--- config.mk ---
export PLATFORM = sky130hd
export DESIGN_NAME = mem_arbiter
export DESIGN_NICKNAME = d
export VERILOG_FILES = /design/src/rtl/mem_arbiter.sv
export SDC_FILE = /design/constraint.sdc
export NUM_CORES = 1
export LEC_CHECK = 0
export BUFFER_PORTS_ARGS = -buffer_cell sky130_fd_sc_hd__buf_4
export CORE_AREA = 4 4 120 122
export CTS_CLUSTER_SIZE = 30
export DETAILED_ROUTE_END_ITERATION = 16
export DIE_AREA = 0 0 124 126
export PLACE_DENSITY = 0.6
export SLEW_MARGIN = 40
export SYNTH_ARGS = -nofsm -noshare
export SYNTH_HDL_FRONTEND = slang
export SYNTH_SLANG_ARGS = --single-unit
--- constraint.sdc ---
create_clock -name clk -period 1.9 [get_ports clk]
set_input_delay 0.19 -clock clk [delete_from_list [all_inputs] [get_ports clk]]
set_output_delay 0.19 -clock clk [all_outputs]
set_load 0.05 [all_outputs]
--- src/rtl/mem_arbiter.sv ---
// mem_arbiter: merges an instruction and a data valid/ready requester onto one registered memory bus.
// Optional MEM_ARBITER_RR_EN selects round-robin on conflicts; default build gives data fixed priority.
module mem_arbiter #(
  parameter int ADDR_WIDTH = 32,
  parameter int DATA_WIDTH = 32
) (
  input  logic                    clk,
  input  logic                    rst,
  input  logic                    i_valid,
  input  logic                    i_instr,
  input  logic [ADDR_WIDTH-1:0]   i_addr,
  input  logic [DATA_WIDTH-1:0]   i_wdata,
  input  logic [DATA_WIDTH/8-1:0] i_wstrb,
  output logic [DATA_WIDTH-1:0]   i_rdata,
  output logic                    i_ready,
  input  logic                    d_valid,
  input  logic                    d_instr,
  input  logic [ADDR_WIDTH-1:0]   d_addr,
  input  logic [DATA_WIDTH-1:0]   d_wdata,
  input  logic [DATA_WIDTH/8-1:0] d_wstrb,
  output logic [DATA_WIDTH-1:0]   d_rdata,
  output logic                    d_ready,
  output logic                    m_valid,
  output logic                    m_instr,
  output logic [ADDR_WIDTH-1:0]   m_addr,
  output logic [DATA_WIDTH-1:0]   m_wdata,
  output logic [DATA_WIDTH/8-1:0] m_wstrb,
  input  logic [DATA_WIDTH-1:0]   m_rdata,
  input  logic                    m_ready,
  output logic [1:0]              grant
);

  localparam int STRB_WIDTH = DATA_WIDTH / 8;

  typedef enum logic [1:0] {
    IDLE  = 2'd0,
    IBUSY = 2'd1,
    DBUSY = 2'd2
  } state_t;

  state_t                  state_q, state_d;
  logic                    m_valid_q, m_valid_d;
  logic                    m_instr_q, m_instr_d;
  logic [ADDR_WIDTH-1:0]   m_addr_q, m_addr_d;
  logic [DATA_WIDTH-1:0]   m_wdata_q, m_wdata_d;
  logic [STRB_WIDTH-1:0]   m_wstrb_q, m_wstrb_d;
  logic                    pick_d;

`ifdef MEM_ARBITER_RR_EN
  // High when data won the most recent contended arbitration.
  logic last_d_q, last_d_d;
  assign pick_d = d_valid & (~i_valid | ~last_d_q);
`else
  assign pick_d = d_valid;
`endif

  always_comb begin
    state_d   = state_q;
    m_valid_d = m_valid_q;
    m_instr_d = m_instr_q;
    m_addr_d  = m_addr_q;
    m_wdata_d = m_wdata_q;
    m_wstrb_d = m_wstrb_q;
`ifdef MEM_ARBITER_RR_EN
    last_d_d  = last_d_q;
`endif
    case (state_q)
      IDLE: begin
        if (i_valid | d_valid) begin
          m_valid_d = 1'b1;
          if (pick_d) begin
            state_d   = DBUSY;
            m_instr_d = d_instr;
            m_addr_d  = d_addr;
            m_wdata_d = d_wdata;
            m_wstrb_d = d_wstrb;
          end else begin
            state_d   = IBUSY;
            m_instr_d = i_instr;
            m_addr_d  = i_addr;
            m_wdata_d = i_wdata;
            m_wstrb_d = i_wstrb;
          end
`ifdef MEM_ARBITER_RR_EN
          if (i_valid & d_valid) last_d_d = pick_d;
`endif
        end
      end
      IBUSY, DBUSY: begin
        if (m_ready) begin
          m_valid_d = 1'b0;
          state_d   = IDLE;
        end
      end
      default: begin
        state_d   = IDLE;
        m_valid_d = 1'b0;
      end
    endcase
  end

  always_ff @(posedge clk or negedge rst) begin
    if (!rst) begin
      state_q   <= IDLE;
      m_valid_q <= 1'b0;
      m_instr_q <= 1'b0;
      m_addr_q  <= '0;
      m_wdata_q <= '0;
      m_wstrb_q <= '0;
    end else begin
      state_q   <= state_d;
      m_valid_q <= m_valid_d;
      m_instr_q <= m_instr_d;
      m_addr_q  <= m_addr_d;
      m_wdata_q <= m_wdata_d;
      m_wstrb_q <= m_wstrb_d;
    end
  end

`ifdef MEM_ARBITER_RR_EN
  // Reset to "instruction won last" so the first conflict goes to data.
  always_ff @(posedge clk or negedge rst) begin
    if (!rst) last_d_q <= 1'b0;
    else      last_d_q <= last_d_d;
  end
`endif

  assign m_valid = m_valid_q;
  assign m_instr = m_instr_q;
  assign m_addr  = m_addr_q;
  assign m_wdata = m_wdata_q;
  assign m_wstrb = m_wstrb_q;

  // Only the current owner ever sees a completion pulse.
  assign i_ready = m_ready & (state_q == IBUSY);
  assign d_ready = m_ready & (state_q == DBUSY);
  assign i_rdata = m_rdata;
  assign d_rdata = m_rdata;
  assign grant   = {state_q == DBUSY, state_q == IBUSY};

endmodule

Yosys cells after proc, flatten, opt, wreduce, memory -nomap -nowiden --
Cells that the tools add are included.
Storage, ports and cells: flip-flop bits (word level) 72, latch bits 0, bits in writable memories 0, ROM bits 0, input port bits 175, output and inout bits 138, logic and storage cells 28, memories 0
Cells by class: $add $sub $neg 0, multipliers 0, div/mod/pow operators 0, order comparisons 0, equal/unequal tests 4, shift operators 0, mux-type cells 11, bitwise logic cells 3, reduce and logical (&&, ||, !) cells 4
Operators by type and width (count):
- 2-to-1 mux 32 bit | 2
- 2-to-1 mux 2 bit | 3
- 2-to-1 mux 4 bit | 1
- != test 2 bit, second input constant | 2
- one-hot mux 2 bit (2 select lines) | 1
- AND reduction 2 bit | 2
- 2-to-1 mux 1 bit | 3
- bitwise AND 1 bit | 2
- == test 2 x 1 -> 1 bit, second input constant | 1
- == test 2 bit, second input constant | 1
- zero test 2 bit | 1
- one-hot mux 1 bit (2 select lines) | 1
- OR reduction 2 bit | 1
- OR 1 bit | 1

Logic depth before layout (Yosys ltp) --
depth after elaboration 4, gate-level depth with buffers 7, mapped depth without buffers 5

Worst setup path before layout --
No wires, ideal clock.
path kind register to output, from reg state_q[0], to out d_ready, arrival 1.416 ns, data required time 1.710 ns, path slack 0.294 ns, stages on the path, launching flop included 4, path buffers 0, cells stage by stage dfrtp_1 inv_1 ha_1 and2_1
On the way: cells in the longest elaborated chain, start to end 2
RTL lines:
- start: declaration | RTL line 41 | state_t state_q, state_d;
- start signal: assignment | RTL line 111 | state_q <= state_d;
- == test 2 bit
- named net grant[1] | RTL line 30 | output logic [1:0] grant
- bitwise AND 1 bit | RTL line 136 | assign d_ready = m_ready & (state_q == DBUSY);
- end: declaration | RTL line 22 | output logic d_ready,
The timed path passes the listed nets, and every way through them passes these cells.

Final worst setup path --
from reg state_q[0], to reg m_addr_q[26], in the netlist m_addr[26]
On the way: cells in the longest elaborated chain, start to end 2
RTL lines:
- zero test 2 bit | RTL line 67 | case (state_q)
- AND reduction 2 bit (no line)
- end signal: assignment | RTL line 114 | m_addr_q <= m_addr_d;
- end: declaration | RTL line 44 | logic [ADDR_WIDTH-1:0] m_addr_q, m_addr_d;
No other way between the ends. A chain may end at the register's enable or synchronous reset.

==> impl_metrics.toml <==
[global_routing]
wire_length_of_the_first_global_routing_pass_um = 21700
grt_start_max_net_pins = 71
grt.overflow.total = 0
grtUsageTotal_pct = 17.7
via_count_of_the_first_global_routing_pass = 4042
antenna_violations_before_repair = 0

[placement]
dp_hpwl_um = 10100
place_worst_setup_slack_ns = 0.275
gpl.final_weighted_congestion = 0.743
place.port_buffers = 216
place.detailed.instances = 699

[drt]
drtPass1Iterations = 4
drt_wl_total_um = 14300
drt-wirelength-per-cell_um = 20.0
final_antenna_net_count = 0
via_count = 3816
detail_route.drc_violations = 0
route.detailed.vias_per_inst = 5.34
dr.first_iter.drc_count = 226

[clock_tree]
numClockSinks = 72
clock_tree.buffer_depth = 2
later_pin_clock_latency_in_the_skew_report_ns = 0.33
cts_root_buffer = "sky130_fd_sc_hd__clkbuf_16"
cts.reportedPaths.clkPinSlew_ns = 0.06
cts_htree_levels = 3
cts_buffers = 9
cts_tree = "yes"

[setup_path]
worstRegToRegCells = 5
worstPathRequired_ns = 2.16
timing.critical_path.to_type = "register"
crit_chain = "inv_1 > ha_2 > buf_4 > o22ai_1 > nor2_1"
timing.critical_path.depth = 5
setup.worst_path.start_class = "register"
path_buf_inv = 2
timing.critical_path.slowest_cell_delay_ns = 0.52
cp_top_family = "buffers and inverters"
critical-path-slowest-cell = "sky130_fd_sc_hd__buf_4"
timing.setup.critical_path_class = "reg -> reg"
crit_arrival_ns = 1.91
critical_path.max_fanout = 51

[synthesis]
yosys.area.top_type = "sky130_fd_sc_hd__dfrtp_1"
yosys_register_bits = 72
avgSynthCellArea_sq_um = 9.77
synth-seq-area-share_pct = 45.9
syn_inst = 402
netlist_top_cells_area = "sky130_fd_sc_hd__dfrtp_1 46%, sky130_fd_sc_hd__o32ai_1 15%, sky130_fd_sc_hd__buf_4 12%, sky130_fd_sc_hd__o22ai_1 11%, sky130_fd_sc_hd__nor2_1 6.8%"
synth_top_area_share_pct = 45.9
synthesis.nets = 580
post_synth_instance_area_sq_um = 3930
synth_cell_types = 19
yosysWarningCount = 0

[timing]
timing.final.hold_violations = 0
clock_skew_ns = 0.00365
finalSetupViolCount = 0
final_max_slew_viol_count = 0
timing.final.crit_share_pct = 86.8
worst_slew_margin_rel_pct = 47.8
fin_crit_ns = 1.65
setup_ws_ns = 0.250
rsz_0062_raised_after_global_routing = "false"
achievable-frequency_ghz = 0.606
hold-worst-slack_ns = 0.0981
worst_slew_pin_slew_ns = 0.783
fin_setup_tns_ns = 0

[floorplanning]
chipHeight_um = 126
die_w_um = 124
coreArea_sq_um = 13200
floorplan.io_pins = 313
placement_rows = 42
initial_core_util_pct = 29.8
fp.dieArea_sq_um = 15600

[finish]
fin_nets = 713
drive_gt1_share_pct = 44.5
area_delta_synth_final_pct = 39.2
multiInputGateArea_sq_um = 1420
final-instance-count-excl-fill = 715
fillCellCount = 1317
register_area_sq_um = 1800
antenna-diode-count = 0

[power]
sw_frac_of_total_pct = 51.5
p_per_cell_area_nw_per_um2 = 2040
power.net_switching_uw = 5740
internal_power_uw = 5400
seqPwrFrac_pct = 26.8
clock_power_share_pct = 14.9
ir_worst_vdd_v = 0.00104
leakage_uw = 0.00238
combinational_group_share_of_total_power_pct = 58.3

[status]
outcome = "finished clean"

[worst_hold_path]
hold_path_class = "in -> reg"
number_of_cells_traversed_by_the_worst_hold_path = 3

[job]
max_cap_viol_count = 0
==> metal layers <==
metal	track usage, %	share of wire [%]	vias up
met5	0	0	-
met4	6.57	2.2	0
met3	4.48	8.9	25
met2	31.1	53	221
met1	20.4	36	1830
li1	-	-	1740
==> final timing paths <==
check	slack (ns)	start	endpoint
setup reg to reg	0.25	state_q[0]	m_addr[26]
hold / removal	0.1	d_addr[27]	m_addr[27]
hold reg to reg	0.53	m_valid	m_valid
max in group asynchronous	0.92	rst	m_wdata[24]
setup / recovery	0.25	state_q[0]	m_addr[26]
min in group asynchronous	0.38	rst	m_wdata[12]
==> per-stage QoR <==
step,power (uW),cell area (sq um),util (%)
floorplan,7690,3930,-
global placement,9420,5160,39.2
finish,11100,5460,41.4
global route,11800,5460,41.4
detailed placement,9530,5160,39.2
CTS,11200,5460,41.4
==> worst register-to-register path, delay by kind of cell (launching register included) <==
family | cells | cell delay [ns]
adder cells (fa/ha/maj) | 1 | 0.23
AND/OR/NAND/NOR | 1 | 0.12
flip-flops | 1 | 0.39
AO/OA/AOI/OAI | 1 | 0.23
buffers and inverters | 2 | 0.61
==> power by group through the flow <==
stage,Sequential (uW),Combinational (uW),Clock (uW)
2_1_floorplan,5500,2190,0
3_3_place_gp,2970,6460,0
3_5_place_dp,2980,6550,0
4_1_cts,2980,6540,1730
5_1_grt,3090,6880,1800
6_report,2980,6490,1660
==> repair_timing <==
action | in CTS | in global routing
hold buffers | 1 | 0
gates resized for setup | 0 | 0
hold endpoints to repair | 38 | 0
setup buffers | 0 | 0
==> cells by family (layout without fill, tap and decap cells) <==
family | Yosys count | after routing | synth area share, %
compound gates | 143 | 143 | 27.0
buf+inv | 104 | 241 | 17.9
simple gates | 80 | 80 | 8.22
flops | 72 | 72 | 45.9
fa+ha+maj | 3 | 3 | 0.956
==> layout make-up <==
| class | instances | share of cell area [%] |
|---|---|---|
| sequential | 72 | 33.0 |
| timing repair buffer | 224 | 31.5 |
| multi-input combinational | 226 | 26.1 |
| clock buffer | 12 | 4.51 |
| tap | 176 | 4.03 |
| clock inverter | 3 | 0.779 |
| inverter | 2 | 0.137 |
==> state kept, by name (all words and copies together) (netlist names) <==
register	count
state_q	2
m_instr	1
m_wdata	32
m_valid	1
m_wstrb	4
m_addr	32
==> Yosys cell counts <==
cell,number
sky130_fd_sc_hd__nand2_2,2
sky130_fd_sc_hd__o21ai_1,1
sky130_fd_sc_hd__and2_1,2
sky130_fd_sc_hd__inv_1,2
sky130_fd_sc_hd__nand2b_1,2
sky130_fd_sc_hd__buf_1,2
sky130_fd_sc_hd__clkbuf_1,23
sky130_fd_sc_hd__nor2b_1,2
sky130_fd_sc_hd__dfrtp_1,72
sky130_fd_sc_hd__a21oi_1,3
sky130_fd_sc_hd__ha_1,3
sky130_fd_sc_hd__nor2_1,71
sky130_fd_sc_hd__buf_2,4
sky130_fd_sc_hd__buf_4,64
sky130_fd_sc_hd__buf_6,9
sky130_fd_sc_hd__or2_1,1
sky130_fd_sc_hd__o22ai_1,69
sky130_fd_sc_hd__o21ai_0,1
sky130_fd_sc_hd__o32ai_1,69
==> cells in the final DEF (no fill, tap or decap) <==
| master | n |
|---|---|
| sky130_fd_sc_hd__and2_1 | 2 |
| sky130_fd_sc_hd__nor2b_1 | 2 |
| sky130_fd_sc_hd__inv_1 | 2 |
| sky130_fd_sc_hd__ha_2 | 1 |
| sky130_fd_sc_hd__ha_1 | 2 |
| sky130_fd_sc_hd__o32ai_1 | 69 |
| sky130_fd_sc_hd__o21ai_1 | 1 |
| sky130_fd_sc_hd__a21oi_1 | 3 |
| sky130_fd_sc_hd__nand2_2 | 2 |
| sky130_fd_sc_hd__dlygate4sd3_1 | 1 |
| sky130_fd_sc_hd__nand2b_1 | 2 |
| sky130_fd_sc_hd__clkbuf_8 | 1 |
| sky130_fd_sc_hd__nor2_1 | 71 |
| sky130_fd_sc_hd__o21ai_0 | 1 |
| sky130_fd_sc_hd__clkinvlp_4 | 1 |
| sky130_fd_sc_hd__bufinv_16 | 1 |
| sky130_fd_sc_hd__or2_2 | 1 |
| sky130_fd_sc_hd__o22ai_1 | 69 |
| sky130_fd_sc_hd__buf_12 | 3 |
| sky130_fd_sc_hd__clkinv_2 | 1 |
| sky130_fd_sc_hd__clkbuf_1 | 2 |
| sky130_fd_sc_hd__dfrtp_1 | 72 |
| sky130_fd_sc_hd__clkbuf_16 | 9 |
| sky130_fd_sc_hd__buf_4 | 220 |
Power figures use the tool's default switching activity.
